**src/rtl/column_fir_filter.sv**
```systemverilog
// Vertical 5-tap symmetric FIR over a column-major pixel stream, with edge
// replication at the top and bottom of each column and rounded, saturated output.
module column_fir_filter #(
  parameter int unsigned DATA_WIDTH   = 8,
  parameter int unsigned IMAGE_WIDTH  = 110,
  parameter int unsigned IMAGE_HEIGHT = 103,
  parameter int unsigned COEF_WIDTH   = 8,
  parameter int unsigned C0           = 1,
  parameter int unsigned C1           = 4,
  parameter int unsigned C2           = 6,
  parameter int unsigned SHIFT        = 4
) (
  input  logic                  clk,
  input  logic                  reset,
  input  logic                  start,
  output logic                  read_en,
  input  logic [DATA_WIDTH-1:0] data_in,
  input  logic                  valid_in,
  output logic [DATA_WIDTH-1:0] data_out,
  output logic                  valid_out,
  output logic                  busy,
  output logic                  done
);

  localparam int unsigned ACC_W = DATA_WIDTH + COEF_WIDTH + 3;
  localparam int unsigned SUM_W = DATA_WIDTH + 1;
  localparam int unsigned ROW_W = $clog2(IMAGE_HEIGHT + 1);
  localparam int unsigned COL_W = $clog2(IMAGE_WIDTH + 1);

  localparam logic [COEF_WIDTH-1:0] K0 = COEF_WIDTH'(C0);
  localparam logic [COEF_WIDTH-1:0] K1 = COEF_WIDTH'(C1);
  localparam logic [COEF_WIDTH-1:0] K2 = COEF_WIDTH'(C2);
  localparam logic [ACC_W:0]        ROUND   = (ACC_W+1)'(2 ** (SHIFT - 1));
  localparam logic [ACC_W:0]        PIX_MAX = (ACC_W+1)'(2 ** DATA_WIDTH - 1);
  localparam logic [ROW_W-1:0]      ROW_LAST = ROW_W'(IMAGE_HEIGHT - 1);
  localparam logic [ROW_W-1:0]      ROW_CNT  = ROW_W'(IMAGE_HEIGHT);
  localparam logic [COL_W-1:0]      COL_LAST = COL_W'(IMAGE_WIDTH - 1);

  typedef enum logic [2:0] {
    S_IDLE, S_READ, S_WAIT, S_FLUSH1, S_FLUSH2, S_DRAIN
  } state_t;

  state_t                 state;
  logic [ROW_W-1:0]       req_cnt;
  logic [ROW_W-1:0]       rx_cnt;
  logic [COL_W-1:0]       col_cnt;
  logic [DATA_WIDTH-1:0]  win   [5];
  logic [DATA_WIDTH-1:0]  win_n [5];
  logic                   accept_c;
  logic                   flush_c;
  logic                   emit_c;
  logic [SUM_W-1:0]       p_outer;
  logic [SUM_W-1:0]       p_inner;
  logic [DATA_WIDTH-1:0]  p_ctr;
  logic                   p_valid;
  logic [ACC_W-1:0]       acc_c;
  logic [ACC_W:0]         rnd_c;

  assign accept_c = valid_in && (state == S_READ || state == S_WAIT) && (rx_cnt < ROW_CNT);
  assign flush_c  = (state == S_FLUSH1) || (state == S_FLUSH2);

  // Window update: sample 0 replicates into the top taps, flush ticks replicate the last sample.
  always_comb begin
    win_n  = win;
    emit_c = 1'b0;
    if (accept_c) begin
      if (rx_cnt == ROW_W'(0)) begin
        win_n[0] = data_in;
        win_n[1] = data_in;
        win_n[2] = data_in;
      end else if (rx_cnt == ROW_W'(1)) begin
        win_n[3] = data_in;
      end else if (rx_cnt == ROW_W'(2)) begin
        win_n[4] = data_in;
        emit_c   = 1'b1;
      end else begin
        for (int i = 0; i < 4; i++) win_n[i] = win[i+1];
        win_n[4] = data_in;
        emit_c   = 1'b1;
      end
    end else if (flush_c) begin
      for (int i = 0; i < 4; i++) win_n[i] = win[i+1];
      win_n[4] = win[4];
      emit_c   = 1'b1;
    end
  end

  always_comb begin
    acc_c = ACC_W'(K0) * ACC_W'(p_outer) + ACC_W'(K1) * ACC_W'(p_inner) + ACC_W'(K2) * ACC_W'(p_ctr);
    rnd_c = ((ACC_W+1)'(acc_c) + ROUND) >> SHIFT;
  end

  // Frame sequencing and upstream read requests.
  always_ff @(posedge clk) begin
    if (reset) begin
      state   <= S_IDLE;
      read_en <= 1'b0;
      busy    <= 1'b0;
      done    <= 1'b0;
      req_cnt <= '0;
      rx_cnt  <= '0;
      col_cnt <= '0;
    end else begin
      done <= 1'b0;
      if (accept_c) rx_cnt <= rx_cnt + ROW_W'(1);
      case (state)
        S_IDLE: begin
          if (start) begin
            state   <= S_READ;
            read_en <= 1'b1;
            busy    <= 1'b1;
            req_cnt <= '0;
            rx_cnt  <= '0;
            col_cnt <= '0;
          end
        end
        S_READ: begin
          req_cnt <= req_cnt + ROW_W'(1);
          if (req_cnt == ROW_LAST) begin
            read_en <= 1'b0;
            state   <= S_WAIT;
          end
        end
        S_WAIT: begin
          if (rx_cnt == ROW_CNT || (accept_c && rx_cnt == ROW_LAST)) state <= S_FLUSH1;
        end
        S_FLUSH1: state <= S_FLUSH2;
        S_FLUSH2: begin
          rx_cnt <= '0;
          if (col_cnt == COL_LAST) begin
            state <= S_DRAIN;
          end else begin
            col_cnt <= col_cnt + COL_W'(1);
            req_cnt <= '0;
            read_en <= 1'b1;
            state   <= S_READ;
          end
        end
        S_DRAIN: begin
          if (!p_valid && !valid_out) begin
            done  <= 1'b1;
            busy  <= 1'b0;
            state <= S_IDLE;
          end
        end
        default: state <= S_IDLE;
      endcase
    end
  end

  // Window, pre-add stage and MAC/round/saturate stage.
  always_ff @(posedge clk) begin
    if (reset) begin
      for (int i = 0; i < 5; i++) win[i] <= '0;
      p_outer   <= '0;
      p_inner   <= '0;
      p_ctr     <= '0;
      p_valid   <= 1'b0;
      data_out  <= '0;
      valid_out <= 1'b0;
    end else begin
      win     <= win_n;
      p_valid <= emit_c;
      if (emit_c) begin
        p_outer <= SUM_W'(win_n[0]) + SUM_W'(win_n[4]);
        p_inner <= SUM_W'(win_n[1]) + SUM_W'(win_n[3]);
        p_ctr   <= win_n[2];
      end
      valid_out <= p_valid;
      if (p_valid) data_out <= (rnd_c > PIX_MAX) ? '1 : rnd_c[DATA_WIDTH-1:0];
    end
  end

endmodule

```
**config.mk**
```make
export PLATFORM = sky130hd
export DESIGN_NAME = column_fir_filter
export DESIGN_NICKNAME = d
export VERILOG_FILES = /design/src/rtl/column_fir_filter.sv
export SDC_FILE = /design/constraint.sdc
export NUM_CORES = 1
export LEC_CHECK = 0
export CORE_MARGIN = 3
export CORE_UTILIZATION = 65
export CTS_BUF_LIST = sky130_fd_sc_hd__clkbuf_4
export DETAILED_ROUTE_END_ITERATION = 16
export PLACE_DENSITY = 0.88
export SLEW_MARGIN = 20
export SYNTH_ARGS = -nofsm -noshare
export SYNTH_HDL_FRONTEND = slang
export SYNTH_SLANG_ARGS = --single-unit
```
**constraint.sdc**
```tcl
create_clock -name clk -period 6.5 [get_ports clk]
set_input_delay 0.975 -clock clk [delete_from_list [all_inputs] [get_ports clk]]
set_output_delay 0.975 -clock clk [all_outputs]
set_load 0.03 [all_outputs]
```
==> impl_metrics.py, run 1 <==
metrics = {
    "status": {
        "status": "complete, no violations",
    },
    "worst_setup_path": {
        "crit_type": "in -> reg",
        "critPathCaptureType": "flip-flop",
        "cpMaxStageDelayCell": "a311oi_2",
        "cp_slowest_stage_delay_ps": 760,
        "rrSetupSlack_ps": 2020,
        "reg2reg_depth": 16,
        "start_kind": "input port",
        "arrival_ps": 5030,
        "r2r-end": "p_inner[6]",
        "worstPathMaxFanout": 14,
        "critical_path_required_ps": 6900,
        "crit_path_cell_trace": "clkdlybuf4s50_1 -> nand2b_1 -> a311oi_2 -> nand2_1 -> o21a_1 -> o22ai_1 -> nor2_1 -> fa_1 -> a21oi_1 -> nor2_1 -> nor2_1 -> o21bai_1 -> a21oi_1 -> xnor2_1 -> nand2_1 -> a21oi_1",
        "reg2reg_from": "state[2]",
    },
    "finish": {
        "layout-drive-gt1-share": 0.0465,
        "area_growth_syn_to_layout_pct": 6.65,
        "nNetsFinal": 778,
        "stdcell_count": 818,
        "utilization": 0.720,
        "multi_input_area_sq_mm": 0.00361,
        "layout_commonest_cell": "dfxtp_1",
        "final_cell_mix": "102 x dfxtp_1, 91 x nor2_1, 53 x inv_1",
        "fillers": 658,
        "n_antenna_cell": 0,
        "register_area_sq_mm": 0.00204,
    },
    "logic_synthesis": {
        "yosysWarnings": 0,
        "synth.cell_area_sq_mm": 0.00595,
        "ys_ff_latch": 102,
        "synth_area_leaders": "dfxtp_1 34%, ha_1 10%, nor2_1 5.7%, fa_1 4.0%, a21oi_1 3.6%",
        "ys_seq_area_frac": 0.343,
        "ys_async_sr_fraction": 0,
        "avgSynthCellArea_sq_um": 8.58,
        "synth-edff-count": 0,
        "synth_cell_types": 64,
        "synth_area_leader_cell": "dfxtp_1",
        "synth_flop_cell": "dfxtp_1",
        "syn_nets": 766,
        "syn_inst": 693,
        "synth_top_cell_area_share": 0.343,
    },
    "sta": {
        "hold_viol": 0,
        "finalSetupTns_ps": 0,
        "final.min_clock_period_ps": 4620,
        "report.final.slew_viol_count": 0,
        "fin_skew_ps": 19.6,
        "whs_ps": 468,
        "rsz0062_at_grt": "no",
        "slew-limit-headroom": 0.346,
        "worstMarginPinSlew_ps": 979,
        "final.period_utilization": 0.711,
        "finalSetupViolCount": 0,
        "fmax_ghz": 0.216,
    },
    "clock_tree": {
        "cts_htree_levels": 3,
        "cts_tree": "built",
        "clkSlewWorstSetupHoldPaths_ps": 170,
        "cts_sinks": 102,
        "cts_hold_repair.buffers": 0,
        "post_cts_buffers": 0,
        "ctsResizeCount": 0,
        "cts_root_buf": "clkbuf_4",
        "clock_latency_ps": 460,
        "cts_made_buffers": 9,
        "cts_buffer_depth": 2,
    },
    "floorplanning": {
        "die_w_um": 102,
        "core_sq_mm": 0.00881,
        "ios": 24,
        "start_util": 0.675,
        "die_h_um": 102,
        "rows": 34,
        "die-area_sq_mm": 0.0103,
    },
    "place": {
        "place_congestion": 0.936,
        "portBuffers": 23,
        "placedCellCount": 802,
        "dp_hpwl_um": 9960,
    },
    "job": {
        "drv_cap": 0,
    },
    "drt": {
        "antenna_left": 0,
        "drtIter0Drc": 405,
        "drc_errors": 0,
        "avgRoutedWirePerCell_um": 16.1,
        "drt-total-wl_um": 13200,
        "drt_pass1_iterations": 6,
        "dr_total_vias": 5139,
        "avgViaCountPerCell": 6.28,
    },
    "grt": {
        "antenna_found_initial": 0,
        "grt_pass1_wl_um": 21900,
        "grt_pass1_vias": 4846,
        "grt_max_degree": 65,
        "globalRouteOverflowTotal": 0,
        "grtUsageTotal": 0.262,
    },
    "worst_hold_path": {
        "hold_start": "p_inner[3]",
        "hold_end": "p_inner[3]",
        "min_path_cells": 2,
        "hold_path.class": "reg -> reg",
    },
    "pwr": {
        "power.leakage_nw": 2.62,
        "powerDensity_mw_per_mm2": 175,
        "ir_worst_vdd_v": 0.000106,
    },
}
## layout make-up
class	instances	share of cell area
Timing Repair Buffer	24	0.0367
Clock buffer	9	0.0107
Clock inverter	7	0.00908
Multi-Input combinational cell	515	0.569
Tap cell	108	0.0213
Sequential cell	102	0.322
Inverter	53	0.0314
## cell families (layout without fill, tap and decap cells)
family,count (synthesis),in the layout,synth area share
and+or+nand+nor,236,236,0.193
buffers and inverters,76,93,0.0509
adders and majority gates,61,61,0.144
xor gates and xnor gates,37,37,0.0545
AOI/OAI and AO/OA,172,172,0.198
muxes,9,9,0.0166
DFF,102,102,0.343
## per-stage QoR
stage	worst slack, ps	area [sq um]	power (W)
6_report	1880	6340	0.00111
3_3_place_gp	1680	6210	0.000801
3_5_place_dp	1480	6210	0.000808
5_1_grt	1570	6340	0.00116
4_1_cts	1980	6330	0.00112
2_1_floorplan	2670	5950	0.000764
## metal layers
layer	global-route usage	part of all wire	vias to the layer above
met5	0	0	-
met3	0.0503	0.065	28
li1	-	-	2480
met2	0.438	0.48	191
met4	0.0767	0.021	0
met1	0.346	0.43	2440
## synthesized netlist by cell type (3+ instances only)
cell and n:
o211ai_1 3, o21ai_0 28, nor3_1 16, and2_1 30
nor2b_1 8, a21o_1 6, or3_1 3, a311oi_1 6
o21a_1 4, and3_1 3, a222oi_1 3, o22ai_1 6
nand3_1 10, xnor2_1 19, a221o_1 15, fa_1 12
xor2_1 18, mux2_2 7, nand4_1 9, clkbuf_1 15
nand2b_1 6, buf_2 5, a21oi_1 43, o21ai_1 10
o21bai_1 8, inv_1 53, nor2_1 91, nand2_1 43
a221oi_1 9, a211oi_1 12, dfxtp_1 102, ha_1 49
## state kept, by name, indices dropped and copies added (netlist names)
register	cells
data_out	8
p_ctr	8
win	40
valid_out	1
busy	1
read_en	1
done	1
p_outer	8
rx_cnt	7
p_valid	1
p_inner	9
col_cnt	7
req_cnt	7
state	3
## power by group
group | switching, W | internal (W) | total (W)
Clock | 0.000226 | 0.0000853 | 0.000311
Combinational | 0.0000911 | 0.0000564 | 0.000148
Sequential | 0.0000106 | 0.000640 | 0.000651
## worst max path at each step
stage                   from          end  slack (ps)
floorplan           p_ctr[1]  data_out[1]        2670
global placement    valid_in   p_inner[7]        1680
global route        state[2]   p_inner[6]        1570
detailed placement  valid_in   p_inner[7]        1480
CTS                 valid_in   p_inner[7]        1980
finish              valid_in   p_inner[6]        1880
## worst max-delay path, delay by kind of cell
family,cells,cell delay [ps]
AOI/OAI and AO/OA,7,1980
xor gates and xnor gates,1,170
and+or+nand+nor,6,960
buffers and inverters,1,460
adders and majority gates,1,470
Note: power is estimated with default switching activity, not from simulation.
==> run 2, diff against run 1 <==
CORE_UTILIZATION = 63   (was 65)
PLACE_DENSITY = 0.86   (was 0.88)
clock period = 4.7 ns   (was 6.5 ns; I/O delays follow)
==> run 2 against run 1 <==
Compared with the run above:
- global-route usage rose by 0.49 points
- worst setup slack got worse by 1400 ps
- via count fell by 1.1%
- sequential share of layout area fell by 0.33 points
- sequential power rose by 38%
- clock-buffer cell count did not move
- final cell count rose by 0.86%
- critical endpoint is now data_out[3]
- critical path type is now reg -> reg
- clock power rose by 46%
- combinational power rose by 40%
- non-clock buffer count rose by 7
==> impl_metrics.py, run 2 (synthesized netlist as in run 1, its figures left out) <==
metrics = {
    "status": {
        "status": "complete, no violations",
    },
    "worst_hold_path": {
        "hold_path.class": "reg -> reg",
    },
    "drt": {
        "avgRoutedWirePerCell_um": 16.4,
        "drc_errors": 0,
        "avgViaCountPerCell": 6.16,
        "dr_total_vias": 5081,
        "antenna_left": 0,
        "drt_pass1_iterations": 5,
        "drt-total-wl_um": 13500,
        "drtIter0Drc": 328,
    },
    "floorplanning": {
        "start_util": 0.666,
        "rows": 34,
        "die_h_um": 103,
        "core_sq_mm": 0.00893,
        "ios": 24,
        "die_w_um": 103,
        "die-area_sq_mm": 0.0106,
    },
    "clock_tree": {
        "cts_sinks": 102,
        "post_cts_buffers": 0,
        "ctsResizeCount": 0,
        "clkSlewWorstSetupHoldPaths_ps": 180,
        "clock_latency_ps": 480,
        "cts_buffer_depth": 2,
        "cts_tree": "built",
        "cts_htree_levels": 3,
        "cts_root_buf": "clkbuf_4",
        "cts_made_buffers": 9,
        "cts_hold_repair.buffers": 0,
    },
    "worst_setup_path": {
        "worstPathMaxFanout": 6,
        "cpMaxStageDelayCell": "fa_1",
        "cp_slowest_stage_delay_ps": 480,
        "cp_top_family": "adder cells",
        "crit_buf_inv": 2,
        "critPathCaptureType": "flip-flop",
        "crit_type": "reg -> reg",
        "critical_path_required_ps": 5090,
        "crit_top_cell": "ha_1",
        "start_kind": "flip-flop",
        "arrival_ps": 4570,
        "crit_path_cell_trace": "ha_1 -> fa_1 -> a21oi_1 -> nor2_1 -> nor2_1 -> o21bai_1 -> a21oi_1 -> xnor2_1 -> fa_1 -> inv_1 -> ha_1 -> ha_1 -> nor3_1 -> o21a_1 -> nor3_1 -> and3_1 -> o21ai_0 -> buf_4 -> a311oi_1",
    },
    "grt": {
        "grt_max_degree": 65,
        "grtUsageTotal": 0.267,
        "globalRouteOverflowTotal": 0,
        "antenna_found_initial": 0,
        "grt_pass1_wl_um": 22500,
        "grt_pass1_vias": 4868,
    },
    "finish": {
        "top_regs": "win: 40 flops, p_inner: 9 flops",
        "layout-drive-gt1-share": 0.0572,
        "largest_register": "win",
        "area_growth_syn_to_layout_pct": 7.74,
        "stdcell_count": 825,
        "largest_reg_flops": 40,
        "nNetsFinal": 785,
        "n_antenna_cell": 0,
        "final_cell_mix": "102 x dfxtp_1, 91 x nor2_1, 53 x inv_1",
        "layout_commonest_cell": "dfxtp_1",
    },
    "sta": {
        "layout_setup_ws_ps": 517,
        "rsz0062_at_grt": "no",
        "report.final.slew_viol_count": 0,
        "worstMarginPinSlew_ps": 967,
        "slew-limit-headroom": 0.354,
        "fin_skew_ps": 22.6,
        "fmax_ghz": 0.239,
        "hold_viol": 0,
        "finalSetupViolCount": 0,
        "final.min_clock_period_ps": 4180,
        "finalSetupTns_ps": 0,
        "final.period_utilization": 0.890,
    },
    "place": {
        "dpl_worst_slack_ps": 442,
        "placedCellCount": 809,
        "portBuffers": 23,
        "place_congestion": 0.920,
        "dp_hpwl_um": 10200,
    },
    "job": {
        "drv_cap": 0,
    },
    "pwr": {
        "powerDensity_mw_per_mm2": 243,
        "ir_worst_vdd_v": 0.000187,
        "power.leakage_nw": 2.66,
    },
}
[run 2: cell types whose count changed in the layout (fill, tap and decap cells not counted)]
cell and change:
nor3_4 -1, clkinv_4 -1, buf_4 +7, clkinv_2 -1, inv_8 -2, nor3_2 +1, inv_6 +3, clkinv_1 -1
clkinv_8 +2
[run 2: final timing paths]
path | cells after the start | slack, ps | startpoint | end
hold reg to reg | 2 | 470 | p_inner[4] | p_inner[4]
hold / removal | 2 | 470 | p_inner[4] | p_inner[4]
setup / recovery | 19 | 520 | p_ctr[1] | data_out[3]
setup reg to reg | 19 | 520 | p_ctr[1] | data_out[3]
[run 2: per-stage QoR]
stage / area (sq um) / hold slack [ps] / power (W) / util
floorplan: 5950 / 432 / 0.00106 / -
global placement: 6260 / 442 / 0.00111 / 0.701
CTS: 6410 / 470 / 0.00157 / 0.717
detailed placement: 6260 / 452 / 0.00112 / 0.701
global route: 6410 / 485 / 0.00163 / 0.717
finish: 6410 / 471 / 0.00156 / 0.717
[run 2: tightest hold or removal path, stage by stage, from the launching register on]
cell and delay, ps:
dfxtp_1 350, nand2_1 50, a21oi_1 50
[run 2: area by class of cell]
cell class | instances | area, sq um
clock buffer | 9 | 67.6
tap | 108 | 135
fill | 687 | 2530
inverter | 53 | 199
clock inverter | 7 | 76.3
sequential | 102 | 2040
timing repair buffer | 31 | 285
multi-input combinational | 515 | 3600
[run 2: power breakdown]
part	internal (W)	switching [W]	leakage [nW]	total [W]
clock	0.000126	0.000327	0.0774	0.000453
combinational	0.0000804	0.000126	1.76	0.000207
sequential	0.000886	0.0000145	0.825	0.000900
[run 2: layer usage]
| layer | global-route usage | wire, um |
|---|---|---|
| met1 | 0.334 | 6070 |
| met2 | 0.446 | 6390 |
| met3 | 0.0683 | 736 |
| met4 | 0.0926 | 325 |
| met5 | 0 | 0 |
